===== src/rtl/audio_rd_sched.sv =====
// rtl/audio_rd_sched.sv - horizontal-blanking burst read scheduler for the receive audio FIFO (optional AUDIO_SCHED_STATS_EN adds rd_words)
module audio_rd_sched #(
    parameter logic [11:0] HSTART     = 12'd1530,
    parameter int          BURST_LEN  = 32,
    parameter int          BURST_GAP  = 4,
    parameter int          MAX_BURSTS = 15
) (
    input  logic        fifo_clk,
    input  logic        sys_rst,
    input  logic [11:0] hcnt,
    input  logic [11:0] vcnt,
    input  logic        vde,
    input  logic        ax_empty,
    input  logic [11:0] ax_dout,
    output logic        ax_rd_en,
    output logic        burst_active,
    output logic [3:0]  burst_cnt,
    output logic        audio_on,
`ifdef AUDIO_SCHED_STATS_EN
    output logic [15:0] rd_words,
`endif
    output logic        underrun
);

    // One phase counter serves both BURST (0..BURST_LEN-1) and GAP (0..BURST_GAP-1).
    localparam int PH_W = $clog2(BURST_LEN);
    localparam logic [PH_W-1:0] BURST_LAST = PH_W'(BURST_LEN - 1);
    localparam logic [PH_W-1:0] GAP_LAST   = PH_W'(BURST_GAP - 1);
    localparam logic [3:0]      MAX_B      = 4'(MAX_BURSTS);

    typedef enum logic [1:0] {
        S_IDLE  = 2'd0,
        S_BURST = 2'd1,
        S_GAP   = 2'd2
    } state_t;

    state_t          state_q, state_d;
    logic [PH_W-1:0] phase_q, phase_d;
    logic [3:0]      burst_cnt_q, burst_cnt_d;
    logic [3:0]      b_left_q, b_left_d;
    logic            init_q, init_d;
    logic            ck_q, ck_d;
    logic            audio_on_q, audio_on_d;
    logic            underrun_q, underrun_d;
    logic            req;
    logic            rd_en;
    logic            frame_start;
`ifdef AUDIO_SCHED_STATS_EN
    logic [15:0]     rd_cnt_q, rd_cnt_d;
    logic [15:0]     rd_words_q, rd_words_d;
`endif

    // Next-state, burst sequencing, presence/underrun bookkeeping.
    always_comb begin
        state_d     = state_q;
        phase_d     = phase_q;
        burst_cnt_d = burst_cnt_q;
        b_left_d    = b_left_q;
        init_d      = init_q | vde;
        ck_d        = ck_q;
        audio_on_d  = audio_on_q;
        underrun_d  = underrun_q;

        frame_start = (vcnt == 12'd0) && (hcnt == 12'd0);
        req         = (state_q == S_BURST);
        // vde gates the read combinationally so an abort never steals an active-video slot.
        rd_en       = req & ~ax_empty & ~vde;

        // Clear first so a same-cycle set (new frame's first event) wins.
        if (frame_start) begin
            audio_on_d = ck_q;
            ck_d       = 1'b0;
            underrun_d = 1'b0;
        end
        if (!ax_empty) begin
            ck_d = 1'b1;
        end
        if (req && ax_empty) begin
            underrun_d = 1'b1;
        end

        case (state_q)
            S_IDLE: begin
                if (init_q && !vde && !ax_empty && (hcnt == HSTART)) begin
                    state_d     = S_BURST;
                    phase_d     = '0;
                    burst_cnt_d = 4'd1;
                end
            end
            S_BURST: begin
                if (vde) begin
                    state_d = S_IDLE;
                    phase_d = '0;
                end else if (phase_q == BURST_LAST) begin
                    state_d = S_GAP;
                    phase_d = '0;
                end else begin
                    phase_d = phase_q + 1'b1;
                end
            end
            S_GAP: begin
                if (vde) begin
                    state_d = S_IDLE;
                    phase_d = '0;
                end else begin
                    // Last word of the burst arrives one cycle after its read.
                    if (phase_q == '0) begin
                        b_left_d = ax_dout[11:8];
                    end
                    if (phase_q == GAP_LAST) begin
                        phase_d = '0;
                        if ((b_left_d != 4'd0) && (burst_cnt_q < MAX_B) && !ax_empty) begin
                            state_d     = S_BURST;
                            burst_cnt_d = burst_cnt_q + 4'd1;
                        end else begin
                            state_d = S_IDLE;
                        end
                    end else begin
                        phase_d = phase_q + 1'b1;
                    end
                end
            end
            default: begin
                state_d = S_IDLE;
                phase_d = '0;
            end
        endcase
    end

`ifdef AUDIO_SCHED_STATS_EN
    // Per-frame read-cycle count, saturating, published at the frame boundary.
    always_comb begin
        rd_cnt_d   = rd_cnt_q;
        rd_words_d = rd_words_q;
        if (frame_start) begin
            rd_words_d = rd_cnt_q;
            rd_cnt_d   = 16'd0;
        end
        if (rd_en && (rd_cnt_d != 16'hFFFF)) begin
            rd_cnt_d = rd_cnt_d + 16'd1;
        end
    end

    // Statistics registers.
    always_ff @(posedge fifo_clk) begin
        if (sys_rst) begin
            rd_cnt_q   <= 16'd0;
            rd_words_q <= 16'd0;
        end else begin
            rd_cnt_q   <= rd_cnt_d;
            rd_words_q <= rd_words_d;
        end
    end

    assign rd_words = rd_words_q;
`endif

    // State and bookkeeping registers; reset abandons any burst in progress.
    always_ff @(posedge fifo_clk) begin
        if (sys_rst) begin
            state_q     <= S_IDLE;
            phase_q     <= '0;
            burst_cnt_q <= 4'd0;
            b_left_q    <= 4'd0;
            init_q      <= 1'b0;
            ck_q        <= 1'b0;
            audio_on_q  <= 1'b0;
            underrun_q  <= 1'b0;
        end else begin
            state_q     <= state_d;
            phase_q     <= phase_d;
            burst_cnt_q <= burst_cnt_d;
            b_left_q    <= b_left_d;
            init_q      <= init_d;
            ck_q        <= ck_d;
            audio_on_q  <= audio_on_d;
            underrun_q  <= underrun_d;
        end
    end

    assign ax_rd_en     = rd_en;
    assign burst_active = (state_q != S_IDLE);
    assign burst_cnt    = burst_cnt_q;
    assign audio_on     = audio_on_q;
    assign underrun     = underrun_q;

endmodule


===== config.mk =====
export PLATFORM = sky130hd
export DESIGN_NAME = audio_rd_sched
export DESIGN_NICKNAME = d
export VERILOG_FILES = /design/src/rtl/audio_rd_sched.sv
export SDC_FILE = /design/constraint.sdc
export NUM_CORES = 1
export LEC_CHECK = 0
export CELL_PAD_IN_SITES_DETAIL_PLACEMENT = 1
export CELL_PAD_IN_SITES_GLOBAL_PLACEMENT = 1
export CORE_MARGIN = 2
export CORE_UTILIZATION = 28
export CTS_BUF_LIST = sky130_fd_sc_hd__clkbuf_8
export CTS_CLUSTER_DIAMETER = 120
export CTS_CLUSTER_SIZE = 40
export DETAILED_ROUTE_END_ITERATION = 12
export PLACE_DENSITY = 0.87
export SLEW_MARGIN = 20
export SYNTH_ARGS = -nofsm -noshare
export SYNTH_HDL_FRONTEND = slang
export SYNTH_SLANG_ARGS = --single-unit

===== constraint.sdc =====
create_clock -name fifo_clk -period 2.46 [get_ports fifo_clk]
set_clock_uncertainty 0.15 [all_clocks]
set_input_delay 0.615 -clock fifo_clk [delete_from_list [all_inputs] [get_ports fifo_clk]]
set_output_delay 0.615 -clock fifo_clk [all_outputs]
set_load 0.05 [all_outputs]

==> results of run 1 <==
## cell type report
cell class | instances | area (sq um) | area share [%]
sequential | 19 | 380.4 | 21.11
timing repair buffer | 59 | 555.5 | 30.83
multi-input combinational | 103 | 734.5 | 40.76
clock buffer | 3 | 41.29 | 2.292
inverter | 6 | 22.52 | 1.250
tap | 50 | 62.56 | 3.472
clock inverter | 1 | 5.005 | 0.2778
## per-layer routing
layer	routed length [microns]	up-vias	global-route usage [%]	part of all wire [%]
met5	0	-	0	0
met4	65	0	6.378	1.7
met3	140	10	5.333	3.6
met2	1973	23	29.41	51
met1	1671	603	20.69	43
li1	-	618	-	-
## sequential cells by signal (all words and copies together) (netlist names)
signal     count
phase_q        5
b_left_q       4
burst_cnt      4
state_q        2
ck_q           1
audio_on       1
init_q         1
underrun       1
## layout by cell type (no fill, tap or decap), types with 4 or more instances in the layout
| cell type | synthesis | routed |
|---|---|---|
| a21oi_1 | 12 | 11 |
| buf_4 | 0 | 19 |
| clkdlybuf4s50_1 | 0 | 26 |
| dfxtp_1 | 19 | 19 |
| dlymetal6s2s_1 | 0 | 4 |
| ha_1 | 8 | 8 |
| inv_1 | 6 | 6 |
| mux2i_1 | 6 | 5 |
| nand2_1 | 4 | 4 |
| nand3_1 | 8 | 7 |
| nor2_1 | 14 | 14 |
| nor4_1 | 5 | 5 |
| o21ai_0 | 7 | 7 |
## what timing repair did
item | in CTS | in global routing
resized for setup | 15 | 18
setup endpoints to repair | 12 | 10
buffers inserted | 2 | 4
pin swaps | 5 | 12
## critical path, stage by stage
cell	delay, ns
buf_6	0.09
or4bb_4	0.53
buf_6	0.14
o41ai_4	0.36
o21ai_2	0.10
or4b_1	0.52
a21oi_1	0.12
## worst min path at each step
stage / startpoint / end
final: init_q / init_q
after global routing: init_q / init_q
after CTS: init_q / init_q
after detailed placement: init_q / init_q
after global placement: init_q / init_q
after floorplan: init_q / init_q
## logic make-up (layout without fill, tap and decap cells)
logic type / after synthesis / count (layout) / synth area share (%)
simple gates: 61 / 61 / 32.12
flops: 19 / 19 / 33.55
fa+ha+maj: 8 / 8 / 8.830
compound gates: 28 / 28 / 16.22
buf+inv: 10 / 69 / 3.973
mux: 6 / 6 / 5.298
## where the power goes
part | switching (mW) | total (mW) | internal, mW | leakage, nW
registers | 0.00123 | 0.311 | 0.310 | 0.154
clock network | 0.108 | 0.221 | 0.113 | 0.0255
logic | 0.0267 | 0.0770 | 0.0504 | 0.599
## stage by stage
step	setup TNS [ns]	cell area, sq um	setup slack, ns	instances	hold slack (ns)
2_1_floorplan	-0.2491	1137	-0.1031	132	0.2771
3_3_place_gp	-5.471	1693	-0.5798	231	0.2889
3_5_place_dp	-6.349	1693	-0.6225	231	0.2993
4_1_cts	0	1739	0.005754	237	0.3185
5_1_grt	-0.2057	1802	-0.07432	241	0.3465
6_report	0	1802	0.006890	241	0.3145
==> results by group, run 1 <==
GRT
  • Number of global-route vias before repair: 1275
  • Global route total overflow: 0
  • First-pass GRT wire length: 5961 microns
  • Pin count of the biggest net entering global routing: 16
  • Initial antenna violation count: 0
  • Gr usage total: 17.44%

STA
  • Finish-stage setup viols: 0
  • Fin. Hold Viols: 0
  • Period utilization: 99.72%
  • Pins over their slew limit: 0
  • Final worst path period need: 2.453 ns
  • RSZ-0062 raised after global routing: true
  • Worst Tran Pin Value: 0.6193 ns
  • Worst rel slew slack: 58.58%
  • Fmax: 407.6 MHz

Yosys
  • Synth Register Bits: 19
  • Syn avg cell area: 8.588 sq um
  • Ys Warns: 0
  • Post-Syn Instances: 132
  • Cell with the most instances after synthesis: dfxtp_1
  • Synthesized area: 1134 sq um
  • Post-synthesis sequential area ratio: 33.55%
  • Post-synth cell types: 34
  • Syn_nets: 180
  • Commonest cells in the netlist: 19 x dfxtp_1, 14 x nor2_1, 12 x a21oi_1
  • Number of synthesized flops with an enable pin: 0
  • Yosys top cell area share: 33.55%
  • Ranking of synthesized cells by area: dfxtp_1 34%, ha_1 8.8%, a21oi_1 5.3%
  • Post-synth top flop: dfxtp_1
  • Asr flop ratio synth: 0%
  • Area leader, netlist: dfxtp_1

Route
  • Avg WL per Cell: 15.98 microns
  • DRC viols: 0
  • Via/cell ratio: 5.203
  • Drt total wl: 3850 microns
  • Routed Antenna Nets: 0
  • Pre-antenna DRT Iters: 4
  • Via count of the routed design: 1254
  • DR iter-0 viols: 41

Worst setup path
  • Crit. End Element: register
  • CP Class: in2reg
  • Worst Setup SP: ax_empty
  • Critical Path RT: 2.49 ns
  • End of the worst register-to-register path: state_q[1]
  • Startpoint Class: input pin
  • Worst r2r path cells: 6
  • R2R Path Start: phase_q[1]
  • CP endpoint: state_q[1]
  • Crit path DAT: 2.49 ns
  • Reg-to-reg setup timing slack: 0.08 ns
  • Worst Path Max Fanout: 2

Cells and area
  • Share of cells above drive strength 1: 21.47%
  • Final Util: 45.70%
  • Area growth, synth to finish: 58.94%
  • N_diodes: 0
  • Fillers: 460
  • Final Net Count: 240

Run
  • Maximum Capacitance Violations: 0

Clocking
  • Latest clock arrival within the worst-skew pair: 0.26 ns
  • Max H-tree Level: 1
  • Root buffer cell: clkbuf_8
  • CTS tree: done
  • Total CTS buffers: 3
  • Clock transition at path regs: 0.07 ns
  • Hold buffer count at cts: 0
  • CTS Sinks: 19
  • CTS max path bufs: 2

Die
  • Row cnt: 23
  • Starting Density: 28.75%
  • Top-level port count: 48
  • Die span in y: 67.63 microns
  • Die area: 4574 sq um
  • Core box area: 3943 sq um
  • Die Span X: 67.63 microns

Placement
  • Dpl hpwl: 2843 microns
  • GPL Wtd Cong: 0.7769
  • PortBufs: 39

Min path
  • Hold depth: 2
  • Hold Path Class: reg2reg

Power and ir drop
  • Final Total Pwr: 608.8 uW
  • Pleak: 0.7778 nW
  • Pwr/cell area: 337.9 nW/um^2
  • Worst vdd ir: 0.0003387 V

Run status
  • Status: finished clean
Note: power is estimated with default switching activity, not from simulation.
==> run 2, diff against run 1 <==
SKIP_LAST_GASP = 1   (was not set)
==> results of run 2 <==
Same layout as run 1: the final DEF is identical, and so are final timing and power.
